--- config.mk ---
export PLATFORM = sky130hd
export DESIGN_NAME = muldiv_unit_rv32_flat
export DESIGN_NICKNAME = d
export VERILOG_FILES = /design/src/rtl/muldiv_unit_rv32_pkg.sv /design/src/rtl/muldiv_unit_rv32_if.sv /design/src/rtl/muldiv_unit_rv32.sv /design/src/flat_wrapper.sv
export SDC_FILE = /design/constraint.sdc
export NUM_CORES = 1
export LEC_CHECK = 0
export CAP_MARGIN = 40
export CORE_ASPECT_RATIO = 0.8
export CORE_MARGIN = 1
export CORE_UTILIZATION = 34
export CTS_CLUSTER_DIAMETER = 40
export DETAILED_ROUTE_END_ITERATION = 12
export DONT_BUFFER_PORTS = 1
export HOLD_SLACK_MARGIN = 0.03
export PLACE_DENSITY = 0.53
export SLEW_MARGIN = 20
export SYNTH_ARGS = -nofsm -noshare
export SYNTH_HDL_FRONTEND = slang
export SYNTH_SLANG_ARGS = --single-unit
export TNS_END_PERCENT = 20
--- constraint.sdc ---
create_clock -name i_clk -period 10.2 [get_ports i_clk]
set_clock_uncertainty 0.15 [all_clocks]
set_input_delay 1.53 -clock i_clk [delete_from_list [all_inputs] [get_ports i_clk]]
set_output_delay 1.53 -clock i_clk [all_outputs]
set_load 0.03 [all_outputs]
--- src/rtl/muldiv_unit_rv32_pkg.sv ---
// Shared types and helpers for the RV32M iterative multiply/divide unit.
// The operation encoding matches the funct3 field of the RV32M instructions.
package muldiv_pkg;

   localparam int MULDIV_XLEN_DEF  = 32;
   localparam int MULDIV_OPW_DEF   = 3;

   typedef enum logic [2:0] {
      OP_MUL    = 3'b000,
      OP_MULH   = 3'b001,
      OP_MULHSU = 3'b010,
      OP_MULHU  = 3'b011,
      OP_DIV    = 3'b100,
      OP_DIVU   = 3'b101,
      OP_REM    = 3'b110,
      OP_REMU   = 3'b111
   } muldiv_op_e;

   typedef enum logic [1:0] {
      IDLE = 2'b00,
      CALC = 2'b01,
      FIX  = 2'b10,
      DONE = 2'b11
   } muldiv_state_e;

   function automatic logic is_div(input muldiv_op_e op);
      return (op == OP_DIV) || (op == OP_DIVU) || (op == OP_REM) || (op == OP_REMU);
   endfunction

   function automatic logic is_rem(input muldiv_op_e op);
      return (op == OP_REM) || (op == OP_REMU);
   endfunction

   function automatic logic is_signed_op1(input muldiv_op_e op);
      return (op == OP_MULH) || (op == OP_MULHSU) || (op == OP_DIV) || (op == OP_REM);
   endfunction

   function automatic logic is_signed_op2(input muldiv_op_e op);
      return (op == OP_MULH) || (op == OP_DIV) || (op == OP_REM);
   endfunction

endpackage

--- src/rtl/muldiv_unit_rv32_if.sv ---
// Request/response bundle of the multiply/divide unit, named from the unit's side.
// The unit uses the slave modport; the issuing pipeline stage uses master.
interface muldiv_unit_rv32_if
   import muldiv_pkg::*;
#(
   parameter int XLEN     = MULDIV_XLEN_DEF,
   parameter int OP_WIDTH = MULDIV_OPW_DEF
);
   logic                i_valid;
   logic                o_ready;
   logic [OP_WIDTH-1:0] i_op;
   logic [XLEN-1:0]     i_op1;
   logic [XLEN-1:0]     i_op2;
   logic                i_flush;
   logic                o_valid;
   logic                i_ready;
   logic [XLEN-1:0]     o_result;

   modport slave (
      input  i_valid, i_op, i_op1, i_op2, i_flush, i_ready,
      output o_ready, o_valid, o_result
   );

   modport master (
      output i_valid, i_op, i_op1, i_op2, i_flush, i_ready,
      input  o_ready, o_valid, o_result
   );
endinterface

--- src/rtl/muldiv_unit_rv32.sv ---
// Iterative RV32M multiply/divide: one bit per cycle on a single shared adder,
// shift-add for products and restoring division for quotient/remainder.
module muldiv_unit_rv32
   import muldiv_pkg::*;
#(
   parameter int XLEN     = MULDIV_XLEN_DEF,
   parameter int OP_WIDTH = MULDIV_OPW_DEF
) (
   input  logic               i_clk,
   input  logic               i_rst_n,
   muldiv_unit_rv32_if.slave  bus
);

   localparam int CW = $clog2(XLEN) + 1;
   localparam logic [CW-1:0] CNT_LAST = CW'(XLEN - 1);
   localparam logic [XLEN-1:0] INT_MIN = {1'b1, {(XLEN-1){1'b0}}};

   muldiv_state_e       r_state;
   muldiv_state_e       w_state_next;
   muldiv_op_e          r_op;
   logic [CW-1:0]       r_cnt;
   logic [XLEN-1:0]     r_acc;
   logic [XLEN-1:0]     r_lo;
   logic [XLEN-1:0]     r_opnd;
   logic                r_neg;
   logic                r_neg_rem;
   logic [XLEN-1:0]     r_result;

   logic                w_ready;
   logic                w_valid;
   logic                w_accept;
   muldiv_op_e          w_op;
   logic                w_sgn1;
   logic                w_sgn2;
   logic [XLEN-1:0]     w_mag1;
   logic [XLEN-1:0]     w_mag2;
   logic                w_div0;
   logic                w_ovf;
   logic                w_special;
   logic [XLEN-1:0]     w_special_result;

   logic                w_sub;
   logic [XLEN:0]       w_add_a;
   logic [XLEN:0]       w_add_b;
   logic [XLEN:0]       w_sum;
   logic [XLEN:0]       w_mul_step;
   logic                w_qbit;
   logic [2*XLEN-1:0]   w_prod;
   logic [2*XLEN-1:0]   w_prod_fix;
   logic [XLEN-1:0]     w_fix_result;

   // Request decode: operand magnitudes and the division corner cases
   assign w_op     = muldiv_op_e'(bus.i_op);
   assign w_accept = bus.i_valid && (r_state == IDLE) && !bus.i_flush;
   assign w_sgn1   = is_signed_op1(w_op) && bus.i_op1[XLEN-1];
   assign w_sgn2   = is_signed_op2(w_op) && bus.i_op2[XLEN-1];
   assign w_mag1   = w_sgn1 ? -bus.i_op1 : bus.i_op1;
   assign w_mag2   = w_sgn2 ? -bus.i_op2 : bus.i_op2;

   assign w_div0    = is_div(w_op) && (bus.i_op2 == '0);
   assign w_ovf     = ((w_op == OP_DIV) || (w_op == OP_REM)) &&
                      (bus.i_op1 == INT_MIN) && (bus.i_op2 == '1);
   assign w_special = w_div0 || w_ovf;

   always_comb begin
      w_special_result = '0;
      if (w_div0) begin
         w_special_result = is_rem(w_op) ? bus.i_op1 : '1;
      end else if (w_ovf) begin
         w_special_result = is_rem(w_op) ? '0 : bus.i_op1;
      end
   end

   // Shared adder: add multiplicand in multiply, trial-subtract divisor in divide
   always_comb begin
      w_sub   = is_div(r_op);
      w_add_a = w_sub ? {r_acc, r_lo[XLEN-1]} : {1'b0, r_acc};
      w_add_b = {1'b0, r_opnd};
      w_sum   = w_sub ? (w_add_a - w_add_b) : (w_add_a + w_add_b);
   end

   assign w_mul_step = r_lo[0] ? w_sum : {1'b0, r_acc};
   assign w_qbit     = ~w_sum[XLEN];

   assign w_prod     = {r_acc, r_lo};
   assign w_prod_fix = r_neg ? -w_prod : w_prod;

   always_comb begin
      w_fix_result = '0;
      if (is_div(r_op)) begin
         if (is_rem(r_op)) begin
            w_fix_result = r_neg_rem ? -r_acc : r_acc;
         end else begin
            w_fix_result = r_neg ? -r_lo : r_lo;
         end
      end else if (r_op == OP_MUL) begin
         w_fix_result = w_prod_fix[XLEN-1:0];
      end else begin
         w_fix_result = w_prod_fix[2*XLEN-1:XLEN];
      end
   end

   always_ff @(posedge i_clk or negedge i_rst_n) begin
      if (!i_rst_n) begin
         r_state <= IDLE;
      end else begin
         r_state <= w_state_next;
      end
   end

   always_comb begin
      w_state_next = r_state;
      w_ready      = 1'b0;
      w_valid      = 1'b0;
      unique case (r_state)
         IDLE: begin
            w_ready = 1'b1;
            if (w_accept) begin
               w_state_next = w_special ? DONE : CALC;
            end
         end
         CALC: begin
            if (r_cnt == CNT_LAST) begin
               w_state_next = FIX;
            end
         end
         FIX: begin
            w_state_next = DONE;
         end
         DONE: begin
            w_valid = 1'b1;
            if (bus.i_ready) begin
               w_state_next = IDLE;
            end
         end
         default: w_state_next = IDLE;
      endcase
      // Abort wins over accept and over handoff
      if (bus.i_flush) begin
         w_state_next = IDLE;
      end
   end

   always_ff @(posedge i_clk or negedge i_rst_n) begin
      if (!i_rst_n) begin
         r_op      <= OP_MUL;
         r_cnt     <= '0;
         r_acc     <= '0;
         r_lo      <= '0;
         r_opnd    <= '0;
         r_neg     <= 1'b0;
         r_neg_rem <= 1'b0;
         r_result  <= '0;
      end else begin
         unique case (r_state)
            IDLE: begin
               if (w_accept) begin
                  r_op      <= w_op;
                  r_cnt     <= '0;
                  r_acc     <= '0;
                  r_neg     <= w_sgn1 ^ w_sgn2;
                  r_neg_rem <= w_sgn1;
                  if (is_div(w_op)) begin
                     r_opnd <= w_mag2;
                     r_lo   <= w_mag1;
                  end else begin
                     r_opnd <= w_mag1;
                     r_lo   <= w_mag2;
                  end
                  if (w_special) begin
                     r_result <= w_special_result;
                  end
               end
            end
            CALC: begin
               r_cnt <= r_cnt + CW'(1);
               if (is_div(r_op)) begin
                  r_acc <= w_qbit ? w_sum[XLEN-1:0] : w_add_a[XLEN-1:0];
                  r_lo  <= {r_lo[XLEN-2:0], w_qbit};
               end else begin
                  // {acc, lo} shifts right; the adder carry becomes the new acc MSB
                  r_acc <= w_mul_step[XLEN:1];
                  r_lo  <= {w_mul_step[0], r_lo[XLEN-1:1]};
               end
            end
            FIX: begin
               if (!bus.i_flush) begin
                  r_result <= w_fix_result;
               end
            end
            default: ;
         endcase
      end
   end

   assign bus.o_ready  = w_ready;
   assign bus.o_valid  = w_valid;
   assign bus.o_result = r_result;

endmodule

--- src/flat_wrapper.sv ---
// flat-port wrapper written by rule: the top's interface ports become plain ports
module muldiv_unit_rv32_flat import muldiv_pkg::*;
#(
   parameter int XLEN     = MULDIV_XLEN_DEF,
   parameter int OP_WIDTH = MULDIV_OPW_DEF
)
  (i_clk, i_rst_n, bus_i_valid, bus_i_op, bus_i_op1, bus_i_op2, bus_i_flush, bus_i_ready, bus_o_ready, bus_o_valid, bus_o_result);
  muldiv_unit_rv32_if #(.XLEN(XLEN), .OP_WIDTH(OP_WIDTH)) bus_i ();
  input  logic i_clk;
  input  logic i_rst_n;
  input wire logic [$bits(bus_i.i_valid)-1:0] bus_i_valid;
  input wire logic [$bits(bus_i.i_op)-1:0] bus_i_op;
  input wire logic [$bits(bus_i.i_op1)-1:0] bus_i_op1;
  input wire logic [$bits(bus_i.i_op2)-1:0] bus_i_op2;
  input wire logic [$bits(bus_i.i_flush)-1:0] bus_i_flush;
  input wire logic [$bits(bus_i.i_ready)-1:0] bus_i_ready;
  output wire logic [$bits(bus_i.o_ready)-1:0] bus_o_ready;
  output wire logic [$bits(bus_i.o_valid)-1:0] bus_o_valid;
  output wire logic [$bits(bus_i.o_result)-1:0] bus_o_result;
  assign bus_i.i_valid = bus_i_valid;
  assign bus_i.i_op = bus_i_op;
  assign bus_i.i_op1 = bus_i_op1;
  assign bus_i.i_op2 = bus_i_op2;
  assign bus_i.i_flush = bus_i_flush;
  assign bus_i.i_ready = bus_i_ready;
  assign bus_o_ready = bus_i.o_ready;
  assign bus_o_valid = bus_i.o_valid;
  assign bus_o_result = bus_i.o_result;
  muldiv_unit_rv32 #(.XLEN(XLEN), .OP_WIDTH(OP_WIDTH)) u_core (.i_clk(i_clk), .i_rst_n(i_rst_n), .bus(bus_i));
endmodule
[After elaboration in Yosys (flattened, before gate mapping)]
Index checks and enable logic that the tools add are counted.
Operators by class
  reductions and logical operators: 32
  add/sub/neg operators: 8
  muxes and demuxes: 38
  bitwise logic cells: 2
  eq/ne operators: 22
Operators with widths (count)
  $mux W32: 21
  $pmux W32 S2: 3
  $neg A32 Y32: 4
  $mux W33: 3
  $eq A32 B32 Y1 const B: 2
  $mux W64: 1
  $neg A64 Y64: 1
  $add A33 B32 Y33: 1
  $sub A33 B32 Y33: 1
  $logic_not A32 Y1: 1
  $eq A3 B3 Y1 const B: 8
  $logic_or A1 B1 Y1: 15
  $pmux W6 S2: 1
  $mux W2: 5
  $pmux W2 S4: 1
  $logic_and A1 B1 Y1: 7
  $add A6 B1 Y6 const B: 1
  $eq A6 B5 Y1 const B: 1
  $mux W6: 1
  $ne A3 B2 Y1 const B: 2
  $eq A2 B2 Y1 const B: 2
  $ne A2 B1 Y1 const B: 2
  $reduce_and A2 Y1: 2
  $reduce_and A4 Y1: 1
  13 further kinds: 15
Word-level totals
  register bits after elaboration: 141

[Depth between registers and ports, before layout]
  depth in word-level cells: 10
  mapped depth: 20
  gate-level depth less buffers: 17

[Worst setup path before layout]
OpenSTA, ideal clock, no wires.
  path kind: flip-flop to flip-flop
  start: register u_core.r_op[2]
  end: register u_core.r_acc[29]
  clock period less this slack: 4745 ps
  slack: 5455 ps
  stages on the path, launching flop included: 20
  buffers on the path: 7
  arrival: 4476 ps
  cell sequence: dfrtp_1 > clkbuf_1 > clkbuf_1 > clkbuf_1 > buf_1 > buf_1 > mux2i_1 > ha_1 > inv_1 > fa_1 > nand2b_1 > o221ai_1 > a32oi_1 > a21oi_1 > o21a_1 > or3_1 > buf_2 > buf_2 > a221o_1 > o21a_1
Between the ends
  longest elaborated chain between the ends: 10
Ends and longest elaborated chain
  start, declared: line muldiv_unit_rv32.sv:20  | muldiv_op_e r_op;
  start signal, assigned: line muldiv_unit_rv32.sv:158  | r_op <= w_op;
  $eq A3 B3 Y1: line muldiv_unit_rv32_pkg.sv:27  | return (op == OP_DIV) || (op == OP_DIVU) || (op == OP_REM) || (op == OP_REMU);
  $logic_or A1 B1 Y1 (2 in series): line muldiv_unit_rv32_pkg.sv:27
  $logic_or A1 B1 Y1 *: line muldiv_unit_rv32_pkg.sv:27
  $mux W33: line muldiv_unit_rv32.sv:77  | w_add_a = w_sub ? {r_acc, r_lo[XLEN-1]} : {1'b0, r_acc};
  $add A33 B32 Y33 or $sub A33 B32 Y33 (tied branches): line muldiv_unit_rv32.sv:79  | w_sum = w_sub ? (w_add_a - w_add_b) : (w_add_a + w_add_b);
  $mux W33: line muldiv_unit_rv32.sv:79
  $mux W33 or $mux W32 (tied branches): line muldiv_unit_rv32.sv:82, muldiv_unit_rv32.sv:178
  $mux W32 *: line muldiv_unit_rv32.sv:177  | if (is_div(r_op)) begin
  $pmux W32 S2 *: line muldiv_unit_rv32.sv:155  | unique case (r_state)
  end signal, assigned: line muldiv_unit_rv32.sv:178  | r_acc <= w_qbit ? w_sum[XLEN-1:0] : w_add_a[XLEN-1:0];
  end signal, assigned: line muldiv_unit_rv32.sv:182  | r_acc <= w_mul_step[XLEN:1];
  end, declared: line muldiv_unit_rv32.sv:22  | logic [XLEN-1:0] r_acc;
Mark *: on every way between the ends. The rest lies on a longest branch, timed or not.
A chain may end at the register's enable or synchronous reset.

[Worst setup path after layout]
  start: register u_core.r_opnd[2]
  end: register u_core.r_acc[1]
Between the ends
  longest elaborated chain between the ends: 5
Ends and longest elaborated chain
  start, declared: line muldiv_unit_rv32.sv:24  | logic [XLEN-1:0] r_opnd;
  start signal, assigned: line muldiv_unit_rv32.sv:164  | r_opnd <= w_mag2;
  start signal, assigned: line muldiv_unit_rv32.sv:167  | r_opnd <= w_mag1;
  $add A33 B32 Y33 or $sub A33 B32 Y33 (tied branches): line muldiv_unit_rv32.sv:79
  $mux W33 *: line muldiv_unit_rv32.sv:79
  $mux W33 or $mux W32 (tied branches): line muldiv_unit_rv32.sv:82, muldiv_unit_rv32.sv:178
  $mux W32 *: line muldiv_unit_rv32.sv:177
  $pmux W32 S2 *: line muldiv_unit_rv32.sv:155
Marks and branches as above.

==> reports/results.ini <==
[sta]
period_share_pct = 58.03
fmax_ghz = 0.1689
period_minus_slack_ns = 5.919
hold_viol = 0
holdWs_ns = 0.3686
rsz0062_at_grt = false
tns_ns = 0
relSlewSlack_pct = 36.01
setup_violations = 0
max_slew.worst_pin.slew_ns = 0.9498
slew_violations = 0

[clocking]
clkSinkCount = 141
clk_path_buf_depth = 2
htreeDepth = 4
clkLatencyLatePin_ns = 0.46
cts_resized = 0
cts_root_buffer = clkbuf_16
cts_made_buffers = 17
cts_tree = built
ctsHoldBuffers = 0
path_clk_slew_ns = 0.07
cts_setup_buffers = 0

[layout]
drive_gt1_share_pct = 8.187
final_cell_mix = nand2_1, nor2_1, a21oi_1, o21ai_0, dfrtp_1
utilization_pct = 36.95
design_area_um2 = 16100
fin_nets = 2044
area_growth_pct = 5.955
final_common_cell = nand2_1
stdcell_count = 2538

[flow_run]
drv_cap = 0

[global_route]
grt_pass1_wl_mm = 91.01
grt-ovfl-total = 0
grt_pass1_vias = 13830
globalRouteTotalUtil_pct = 26.81
grt_max_degree = 142
antenna_found_initial = 2

[placed_design]
postPlaceCellArea_um2 = 15470
place_hpwl_mm = 46.90
portBuffers = 0
placedCellCount = 2498
finalWeightedCongestion = 0.9593

[setup_path]
cp_data_arrival_time_ns = 6.07
endpoint_kind = flip-flop
r2r_slack_ns = 4.28
worstPathMaxFanout = 14
path_class = reg2reg
cp-start-kind = flip-flop
worstPathRequired_ns = 10.35

[route]
drt-initial-drc-count = 1820
vias_per_cell = 6.060
dr_wl_met2_mm = 24.43
wirelength_mm = 61.03
met3_length_mm = 6.492
antenna_left = 0
drc = 0
wl_per_cell_um = 24.05
wl_met1_mm = 28.76
num_vias = 15380
highest_layer = met4
first_pass_iters = 5

[outcome]
status = completed

[logic_synthesis]
ys.flop_type = dfrtp_1
syn_nets = 2166
syn_area_um2 = 15190
synthArstFlopShare_pct = 100.0
yosys_warnings = 0
synth.distinct_cells = 89
seq_area_frac_synth_pct = 23.23
synth_seq_cells = 141
synth_edf_count = 0
netlist_instances = 2051
synth.avg_cell_area_um2 = 7.407

[floorplan]
die_w_um = 238.3
rows = 68
dieArea_um2 = 45540
io_pins = 106
coreArea_um2 = 43560
fp.dieH_um = 191.1
start_util_pct = 34.87

[power]
p_leak_nw = 6.290
power_density_nw_per_um2 = 348.4
vdd_ir_drop_max_uv = 136.9

[min_path]
hold_class = reg2reg

worst max-delay path, stage by stage (launching register included):
cell     delay, ns
dfrtp_1       0.48
or3_1         0.47
nor2_1        0.22
nand2_1       0.26
o21ai_0       0.67
o21ai_0       0.23
xnor2_1       0.21
ha_1          0.46
and2_1        0.25
nand3_1       0.12
or4_1         0.50
o22ai_1       0.25
nor3_1        0.15
or3_1         0.60
buf_8         0.24
mux2_2        0.27
a21oi_1       0.14
o22ai_1       0.08
routing by layer:
layer | track usage (%) | vias to the layer above
li1 | - | 7173
met1 | 40.04 | 7411
met2 | 36.52 | 727
met3 | 8.202 | 70
met4 | 6.657 | 0
met5 | 0 | -
sequential cells by signal, summed over array words and instances (netlist names):
name and flops:
u_core.r_neg_rem 1, u_core.r_op 3, u_core.r_opnd 32, u_core.r_acc 32, u_core.r_cnt 6, u_core.r_state 2
u_core.r_neg 1, u_core.r_lo 32, u_core.bus.o_result 32
power breakdown:
group / internal (mW) / switching (mW) / leakage (nW)
clock: 0.327 / 0.301 / 0.278
combinational: 1.42 / 2.31 / 4.21
sequential: 0.738 / 0.515 / 1.80
total: 2.49 / 3.12 / 6.29
stage by stage:
stage / worst slack (ns) / power (mW)
final: 4.281 / 5.608
after global routing: 3.970 / 6.016
after CTS: 4.416 / 5.524
after detailed placement: 4.446 / 4.885
after global placement: 4.379 / 4.856
after floorplan: 5.455 / 3.833
cell usage after synthesis, types with 42 or more instances:
master / number / area share [%]
mux2_2: 55 / 4.1
xnor2_1: 111 / 6.4
nor3_1: 42 / 1.4
a21oi_1: 194 / 6.4
nor2_1: 212 / 5.2
xor2_1: 96 / 5.5
dfrtp_1: 141 / 23
inv_1: 43 / 1.1
clkbuf_1: 129 / 3.2
nand2_1: 236 / 5.8
o21ai_0: 181 / 6.0
ha_1: 42 / 3.5
cell families after synthesis:
| group | Yosys count | share of synthesized area [%] |
|---|---|---|
| xor gates and xnor gates | 208 | 12.08 |
| AOI/OAI and AO/OA | 665 | 27.59 |
| and+or+nand+nor | 686 | 21.43 |
| adders and majority gates | 44 | 3.657 |
| buffers and inverters | 217 | 5.633 |
| muxes | 90 | 6.383 |
| DFF | 141 | 23.23 |
area by class of cell:
class                      count  area (um2)
fill                        4632       27470
tap                          595       744.5
timing repair buffer          29       234.0
multi-input combinational   1693       10840
clock buffer                  18       439.2
sequential                   141        3535
antenna                        1       2.502
inverter                      47       176.4
clock inverter                14       125.1
worst paths after layout:
check                                                      endpoint  cells after the start                          from
worst min-delay path                    u_core.r_cnt[1]$_DFFE_PN0P_                      2   u_core.r_cnt[1]$_DFFE_PN0P_
worst max register to register          u_core.r_acc[1]$_DFFE_PN0P_                     17  u_core.r_opnd[2]$_DFFE_PN0P_
max in group asynchronous                u_core.r_op[2]$_DFFE_PN0P_                      0                       i_rst_n
worst max-delay path                    u_core.r_acc[1]$_DFFE_PN0P_                     17  u_core.r_opnd[2]$_DFFE_PN0P_
min in group asynchronous       u_core.bus.o_result[27]$_DFFE_PN0P_                      0                       i_rst_n
worst min register to register          u_core.r_cnt[1]$_DFFE_PN0P_                      2   u_core.r_cnt[1]$_DFFE_PN0P_
No activity file was read; power rests on OpenSTA's default activity.
